<file path="src/rtl/pong_game_ctrl_if.sv">
// Signal bundle between the pong game controller and its surroundings:
// frame tick, button and score inputs, plus the score/state outputs.
interface pong_game_ctrl_if;
    logic       refresh_tick;
    logic       btn_start;
    logic       pts_1;
    logic       pts_2;
    logic       gra_still;
    logic [3:0] score1;
    logic [3:0] score2;
    logic [1:0] winner;
    logic [1:0] game_state;

    modport master (
        output refresh_tick, btn_start, pts_1, pts_2,
        input  gra_still, score1, score2, winner, game_state
    );

    modport slave (
        input  refresh_tick, btn_start, pts_1, pts_2,
        output gra_still, score1, score2, winner, game_state
    );
endinterface

</file>
<file path="src/rtl/pong_game_ctrl.sv">
// Pong game controller: new-game / play / new-ball / game-over sequencing,
// BCD scoring and frame-tick countdowns, all outputs registered.
module pong_game_ctrl #(
    parameter int WIN_SCORE     = 5,
    parameter int NEWBALL_TICKS = 120,
    parameter int OVER_TICKS    = 180
) (
    input logic             clk,
    input logic             reset,
    pong_game_ctrl_if.slave bus
);

    typedef enum logic [1:0] {
        NEWGAME = 2'b00,
        PLAY    = 2'b01,
        NEWBALL = 2'b10,
        OVER    = 2'b11
    } state_t;

    localparam logic [3:0] WinScore    = 4'(WIN_SCORE);
    localparam logic [7:0] NewballLoad = 8'(NEWBALL_TICKS);
    localparam logic [7:0] OverLoad    = 8'(OVER_TICKS);

    state_t     state_q, state_d;
    logic [7:0] timer_q, timer_d;
    logic [3:0] score1_q, score1_d;
    logic [3:0] score2_q, score2_d;
    logic [1:0] winner_q, winner_d;
    logic       graStill_q, graStill_d;
    logic       btnPrev_q;

    logic       startEdge;
    logic [3:0] score1Inc;
    logic [3:0] score2Inc;

    assign startEdge = bus.btn_start & ~btnPrev_q;
    assign score1Inc = score1_q + 4'd1;
    assign score2Inc = score2_q + 4'd1;

    // btnPrev resets high so a button held through reset is not taken as a start
    always_ff @(posedge clk) begin
        if (!reset) begin
            state_q    <= NEWGAME;
            timer_q    <= 8'd0;
            score1_q   <= 4'd0;
            score2_q   <= 4'd0;
            winner_q   <= 2'b00;
            graStill_q <= 1'b1;
            btnPrev_q  <= 1'b1;
        end else begin
            state_q    <= state_d;
            timer_q    <= timer_d;
            score1_q   <= score1_d;
            score2_q   <= score2_d;
            winner_q   <= winner_d;
            graStill_q <= graStill_d;
            btnPrev_q  <= bus.btn_start;
        end
    end

    always_comb begin
        state_d  = state_q;
        timer_d  = (bus.refresh_tick && (timer_q != 8'd0)) ? timer_q - 8'd1 : timer_q;
        score1_d = score1_q;
        score2_d = score2_q;
        winner_d = winner_q;

        unique case (state_q)
            NEWGAME: begin
                score1_d = 4'd0;
                score2_d = 4'd0;
                winner_d = 2'b00;
                if (startEdge) begin
                    state_d = PLAY;
                end
            end
            PLAY: begin
                // A load here overrides any tick in the same cycle
                if (bus.pts_1) begin
                    score1_d = score1Inc;
                    if (score1Inc == WinScore) begin
                        state_d  = OVER;
                        winner_d = 2'b01;
                        timer_d  = OverLoad;
                    end else begin
                        state_d = NEWBALL;
                        timer_d = NewballLoad;
                    end
                end else if (bus.pts_2) begin
                    score2_d = score2Inc;
                    if (score2Inc == WinScore) begin
                        state_d  = OVER;
                        winner_d = 2'b10;
                        timer_d  = OverLoad;
                    end else begin
                        state_d = NEWBALL;
                        timer_d = NewballLoad;
                    end
                end
            end
            NEWBALL: begin
                if (timer_q == 8'd0) begin
                    state_d = PLAY;
                end
            end
            OVER: begin
                if (timer_q == 8'd0) begin
                    state_d  = NEWGAME;
                    score1_d = 4'd0;
                    score2_d = 4'd0;
                    winner_d = 2'b00;
                end
            end
            default: state_d = NEWGAME;
        endcase

        graStill_d = (state_d != PLAY);
    end

    assign bus.gra_still  = graStill_q;
    assign bus.score1     = score1_q;
    assign bus.score2     = score2_q;
    assign bus.winner     = winner_q;
    assign bus.game_state = state_q;

endmodule

</file>
<file path="src/flat_wrapper.sv">
// flat-port wrapper written by rule: the top's interface ports become plain ports
module pong_game_ctrl_flat 
#(
    parameter int WIN_SCORE     = 5,
    parameter int NEWBALL_TICKS = 120,
    parameter int OVER_TICKS    = 180
)
  (clk, reset, bus_refresh_tick, bus_btn_start, bus_pts_1, bus_pts_2, bus_gra_still, bus_score1, bus_score2, bus_winner, bus_game_state);
  pong_game_ctrl_if bus_i ();
  input logic clk;
  input logic reset;
  input wire logic [$bits(bus_i.refresh_tick)-1:0] bus_refresh_tick;
  input wire logic [$bits(bus_i.btn_start)-1:0] bus_btn_start;
  input wire logic [$bits(bus_i.pts_1)-1:0] bus_pts_1;
  input wire logic [$bits(bus_i.pts_2)-1:0] bus_pts_2;
  output wire logic [$bits(bus_i.gra_still)-1:0] bus_gra_still;
  output wire logic [$bits(bus_i.score1)-1:0] bus_score1;
  output wire logic [$bits(bus_i.score2)-1:0] bus_score2;
  output wire logic [$bits(bus_i.winner)-1:0] bus_winner;
  output wire logic [$bits(bus_i.game_state)-1:0] bus_game_state;
  assign bus_i.refresh_tick = bus_refresh_tick;
  assign bus_i.btn_start = bus_btn_start;
  assign bus_i.pts_1 = bus_pts_1;
  assign bus_i.pts_2 = bus_pts_2;
  assign bus_gra_still = bus_i.gra_still;
  assign bus_score1 = bus_i.score1;
  assign bus_score2 = bus_i.score2;
  assign bus_winner = bus_i.winner;
  assign bus_game_state = bus_i.game_state;
  pong_game_ctrl #(.WIN_SCORE(WIN_SCORE), .NEWBALL_TICKS(NEWBALL_TICKS), .OVER_TICKS(OVER_TICKS)) u_core (.clk(clk), .reset(reset), .bus(bus_i));
endmodule
</file>
<file path="config.mk">
export PLATFORM = sky130hd
export DESIGN_NAME = pong_game_ctrl_flat
export DESIGN_NICKNAME = d
export VERILOG_FILES = /design/src/rtl/pong_game_ctrl_if.sv /design/src/rtl/pong_game_ctrl.sv /design/src/flat_wrapper.sv
export SDC_FILE = /design/constraint.sdc
export NUM_CORES = 1
export LEC_CHECK = 0
export ABC_AREA = 1
export CORE_ASPECT_RATIO = 0.9
export CORE_MARGIN = 2
export CORE_UTILIZATION = 45
export CTS_BUF_LIST = sky130_fd_sc_hd__clkbuf_2
export CTS_CLUSTER_SIZE = 25
export DETAILED_ROUTE_END_ITERATION = 8
export HOLD_SLACK_MARGIN = 0.03
export PLACE_DENSITY = 0.74
export SETUP_SLACK_MARGIN = 0.1
export SLEW_MARGIN = 5
export SYNTH_ARGS = -nofsm -noshare
export SYNTH_HDL_FRONTEND = slang
export SYNTH_SLANG_ARGS = --single-unit
</file>
<file path="constraint.sdc">
create_clock -name clk -period 2.6 [get_ports clk]
set_clock_uncertainty 0.15 [all_clocks]
set_input_delay 0.52 -clock clk [delete_from_list [all_inputs] [get_ports clk]]
set_output_delay 0.52 -clock clk [all_outputs]
set_load 0.01 [all_outputs]
</file>
* Yosys cells after proc, flatten, opt, wreduce, memory -nomap -nowiden
Index checks and enable logic that the tools add are counted.
Storage, ports and cells: bits of input ports 6, register bits after elaboration 22, logic and storage cells 59, output and inout port bits 13
Cells by class: bitwise logic cells 2, equality and inequality tests 13, add/subtract/negate cells 3, reductions and logical operators 8, multiplexer cells 26
Operators by type and width (number):
- $mux 8 | 6
- $pmux 4 s3 | 2
- $mux 2 | 10
- $mux 4 | 4
- $add 4x1->4 const B | 2
- $eq 4x3->1 const B | 2
- $logic_not 8->1 | 1
- $pmux 2 s4 | 1
- $reduce_bool 8->1 | 1
- $sub 8x1->8 const B | 1
- $ne 2x2->1 const B | 3
- $ne 3x2->1 const B | 2
- $pmux 2 s3 | 1
- $reduce_and 5->1 | 1
- $eq 2x2->1 const B | 2
- $ne 2x1->1 const B | 2
- $reduce_and 4->1 | 1
- $ne 3x3->1 const B | 1
- $reduce_and 3->1 | 1
- $reduce_bool 3->1 | 1
- $eq 2x1->1 const B | 1
- $logic_not 2->1 | 1
- $mux 1 | 2
- $and 1x1->1 | 1
- other kinds (2) | 2

* Depth between registers and ports, before layout
depth after elaboration 7, gate-level depth with buffers 11, gate-level depth less buffers 11

* Worst setup path before layout
No wires, ideal clock.
path kind flip-flop to flip-flop, from register u_core.score2_q[1] (netlist: u_core.bus.score2[1]), to register u_core.graStill_q (netlist: u_core.bus.gra_still), arrival time 1245 ps, setup slack 1084 ps, period minus slack after synthesis 1516 ps, path buffers 0, stages on the path, launching flop included 11, setup time 121 ps, cells stage by stage dfxtp_1 ha_1 inv_1 nand2_1 nand2_1 nor2_1 nand2_1 o21ai_1 nand2_1 nand3_2 nand3_1
On the way: cells in the longest elaborated chain, start to end 7
RTL lines:
- start: declaration | RTL line pong_game_ctrl.sv:27 | logic [3:0] score2_q, score2_d;
- start signal: assignment | RTL line pong_game_ctrl.sv:54 | score2_q <= score2_d;
- $add 4x1->4 | RTL line pong_game_ctrl.sv:38 | assign score2Inc = score2_q + 4'd1;
- $eq 4x3->1 | RTL line pong_game_ctrl.sv:91 | if (score2Inc == WinScore) begin
- $mux 1 | RTL line pong_game_ctrl.sv:91
- $mux 2 | RTL line pong_game_ctrl.sv:89 | end else if (bus.pts_2) begin
- $mux 2 | RTL line pong_game_ctrl.sv:79 | if (bus.pts_1) begin
- $pmux 2 s4 | RTL line pong_game_ctrl.sv:68 | unique case (state_q)
- $ne 2x1->1 | RTL line pong_game_ctrl.sv:117 | graStill_d = (state_d != PLAY);
- end signal: assignment | RTL line pong_game_ctrl.sv:56 | graStill_q <= graStill_d;
- end: declaration | RTL line pong_game_ctrl.sv:29 | logic graStill_q, graStill_d;
Every way passes these cells. A chain may end at the register's enable or synchronous reset.

* Worst setup path in the final report
from register u_core.state_q[0] (netlist: u_core.bus.game_state[0]), to output bus_game_state[0]
RTL lines:
- start: declaration | RTL line pong_game_ctrl.sv:24 | state_t state_q, state_d;
- start signal: assignment | RTL line pong_game_ctrl.sv:51 | state_q <= state_d;
- end: declaration | RTL line flat_wrapper.sv:20 | output wire logic [$bits(bus_i.game_state)-1:0] bus_game_state;
No word-level cell between the ends.

==> results.sh <==
export IMPL_grt_first_pass_wirelength_um=4750
export IMPL_io_pin_count=19
export IMPL_nets=218
export IMPL_final_cell_mix="nand2_1, inv_1, dfxtp_1, nor2_1, clkdlybuf4s50_1"
export IMPL_cts_max_path_buffers=2
export IMPL_cts_tree="done"
export IMPL_num_rows=18
export IMPL_critPathCaptureType="output port"
export IMPL_viasPerCell=4.76
export IMPL_drc=0
export IMPL_finalCriticalPeriod_ps=2110
export IMPL_cts_reportedPaths_clkPinSlew_ps=210
export IMPL_drt_pass1_iter_count=4
export IMPL_dp_slack_ps=525
export IMPL_htreeDepth=1
export IMPL_dpl_hpwl_um=2150
export IMPL_port_buffers=18
export IMPL_cpPeakStageDelay_ps=600
export IMPL_maxCapViolations=0
export IMPL_setup_ws_ps=495
export IMPL_leakagePower_nw=0.690
export IMPL_cp_top_family="buffers and inverters"
export IMPL_grt_start_max_net_pins=14
export IMPL_holdWs_ps=345
export IMPL_critPathKind="reg -> out"
export IMPL_post_route_period_util=0.810
export IMPL_worstMarginPinSlew_ps=462
export IMPL_cp_arrival_ps=1440
export IMPL_start_util=0.473
export IMPL_setup_violations=0
export IMPL_slew_violations=0
export IMPL_start_kind="register"
export IMPL_finalHoldViolations=0
export IMPL_syn_area_per_cell_um2=7.03
export IMPL_min_path_type="reg -> reg"
export IMPL_ys_types=28
export IMPL_antenna_found_initial=0
export IMPL_syn_cell_area_um2=1300
export IMPL_max_slew_margin_rel=0.692
export IMPL_synth_nets=197
export IMPL_yosysWarnings=0
export IMPL_critPathMaxFanout=5
export IMPL_wl_per_cell_um=11.2
export IMPL_area_growth_pct=20.2
export IMPL_status="completed"
export IMPL_cts_setup_buffers=0
export IMPL_antenna_cells=0
export IMPL_rsz0062_at_grt="no"
export IMPL_root_buffer="clkbuf_2"
export IMPL_num_vias=1166
export IMPL_slowest_stage="clkdlybuf4s50_1"
export IMPL_cts_sinks=22
export IMPL_power_mw=1.30
export IMPL_drive_above_1_share=0.156
export IMPL_coreArea_um2=2750
export IMPL_grt_overflow_total=0
export IMPL_path_cells="clkdlybuf4s50_1"
export IMPL_p_per_area_nw_per_um2=835
export IMPL_placed_area_um2=1520
export IMPL_antenna_left=0
export IMPL_fin_tns_setup_ps=0
export IMPL_place_inst=241
export IMPL_final_common_cell="nand2_1"
export IMPL_grt_pass1_vias=1117
export IMPL_clk_latency_ps=340
export IMPL_clock_fmax_mhz=475
export IMPL_hold_buffers=0
export IMPL_final_cells=245
export IMPL_cts_resized=0
export IMPL_die_height_um=55.0
export IMPL_track_usage=0.192
export IMPL_cp_required_ps=1930
export IMPL_max_vdd_ir_drop_v=0.000571
export IMPL_wl_um=2730
export IMPL_syn_inst=185
export IMPL_fin_util=0.569
export IMPL_first_iter_violations=44
export IMPL_cts_buffers=3
export IMPL_synth_seq_cells=22
export IMPL_fp_dieW_um=60.7
export IMPL_die_area_um2=3340
export IMPL_seq_area_frac_synth=0.339
export IMPL_crit_buf_inv=1
export IMPL_stdcell_area_um2=1560
export IMPL_fill_cells=259
export IMPL_place_congestion=0.834
==> state kept, by name (all words and copies together) (netlist names) <==
signal,flops
u_core.timer_q,8
u_core.bus.score1,4
u_core.bus.score2,4
u_core.bus.game_state,2
u_core.bus.winner,2
u_core.btnPrev_q,1
u_core.bus.gra_still,1
==> layer usage <==
metal  vias to the layer above  track usage  part of all wire
met2                        18        0.330              0.47
li1                        630            -                 -
met4                         0       0.0580             0.014
met5                         -            0                 0
met1                       514        0.233              0.48
met3                         4       0.0581             0.039
==> layout make-up <==
class	count	area, um^2	area share
multi-input cells	129	727	0.465
flip-flops and latches	22	440	0.282
repair buffers	18	180	0.115
inverters	32	120	0.0769
well taps	40	50.0	0.0320
clock inverters	1	30.0	0.0192
clock buffers	3	15.0	0.00961
==> worst reg2reg max path: cells and delay by family, from the launching register on <==
kind            cells  cell delay, ps
fa+ha+maj           1             210
simple gates        7             580
buf+inv             1              50
flops               1             490
compound gates      1             110
==> synthesized netlist by cell type, drive strengths merged <==
cell | n | share of area
a21oi | 11 | 0.045
a31oi | 1 | 0.0048
buf | 2 | 0.0096
dfxtp | 22 | 0.34
ha | 6 | 0.058
inv | 32 | 0.092
nand2 | 45 | 0.15
nand3 | 19 | 0.096
nand4 | 4 | 0.019
nor2 | 26 | 0.11
nor3 | 1 | 0.0038
nor4 | 1 | 0.0096
o21a | 1 | 0.0058
o21ai | 11 | 0.045
o21bai | 1 | 0.0058
or2 | 1 | 0.0048
xnor2 | 1 | 0.0067
==> kinds of logic (layout without fill, tap and decap cells) <==
kind of cell               after synthesis  count (layout)  share of synthesized area
buffers and inverters                   34              54                      0.102
AOI/OAI and AO/OA                       25              25                      0.107
adders and majority gates                6               6                     0.0577
DFF                                     22              22                      0.339
xor gates and xnor gates                 1               1                    0.00674
and+or+nand+nor                         97              97                      0.388
==> report_power, final <==
part	switching, mW	internal, mW
sequential	0.0539	0.407
combinational	0.386	0.218
clock	0.107	0.133
==> final timing paths <==
kind              slack [ps]                   end  cells past startpoint                startpoint
setup reg to reg         930  u_core.bus.gra_still                     10      u_core.bus.score1[0]
hold reg to reg          350  u_core.bus.winner[0]                      2      u_core.bus.winner[0]
setup / recovery         490     bus_game_state[0]                      1  u_core.bus.game_state[0]
hold / removal           350  u_core.bus.winner[0]                      2      u_core.bus.winner[0]
No activity file was read; power rests on OpenSTA's default activity.
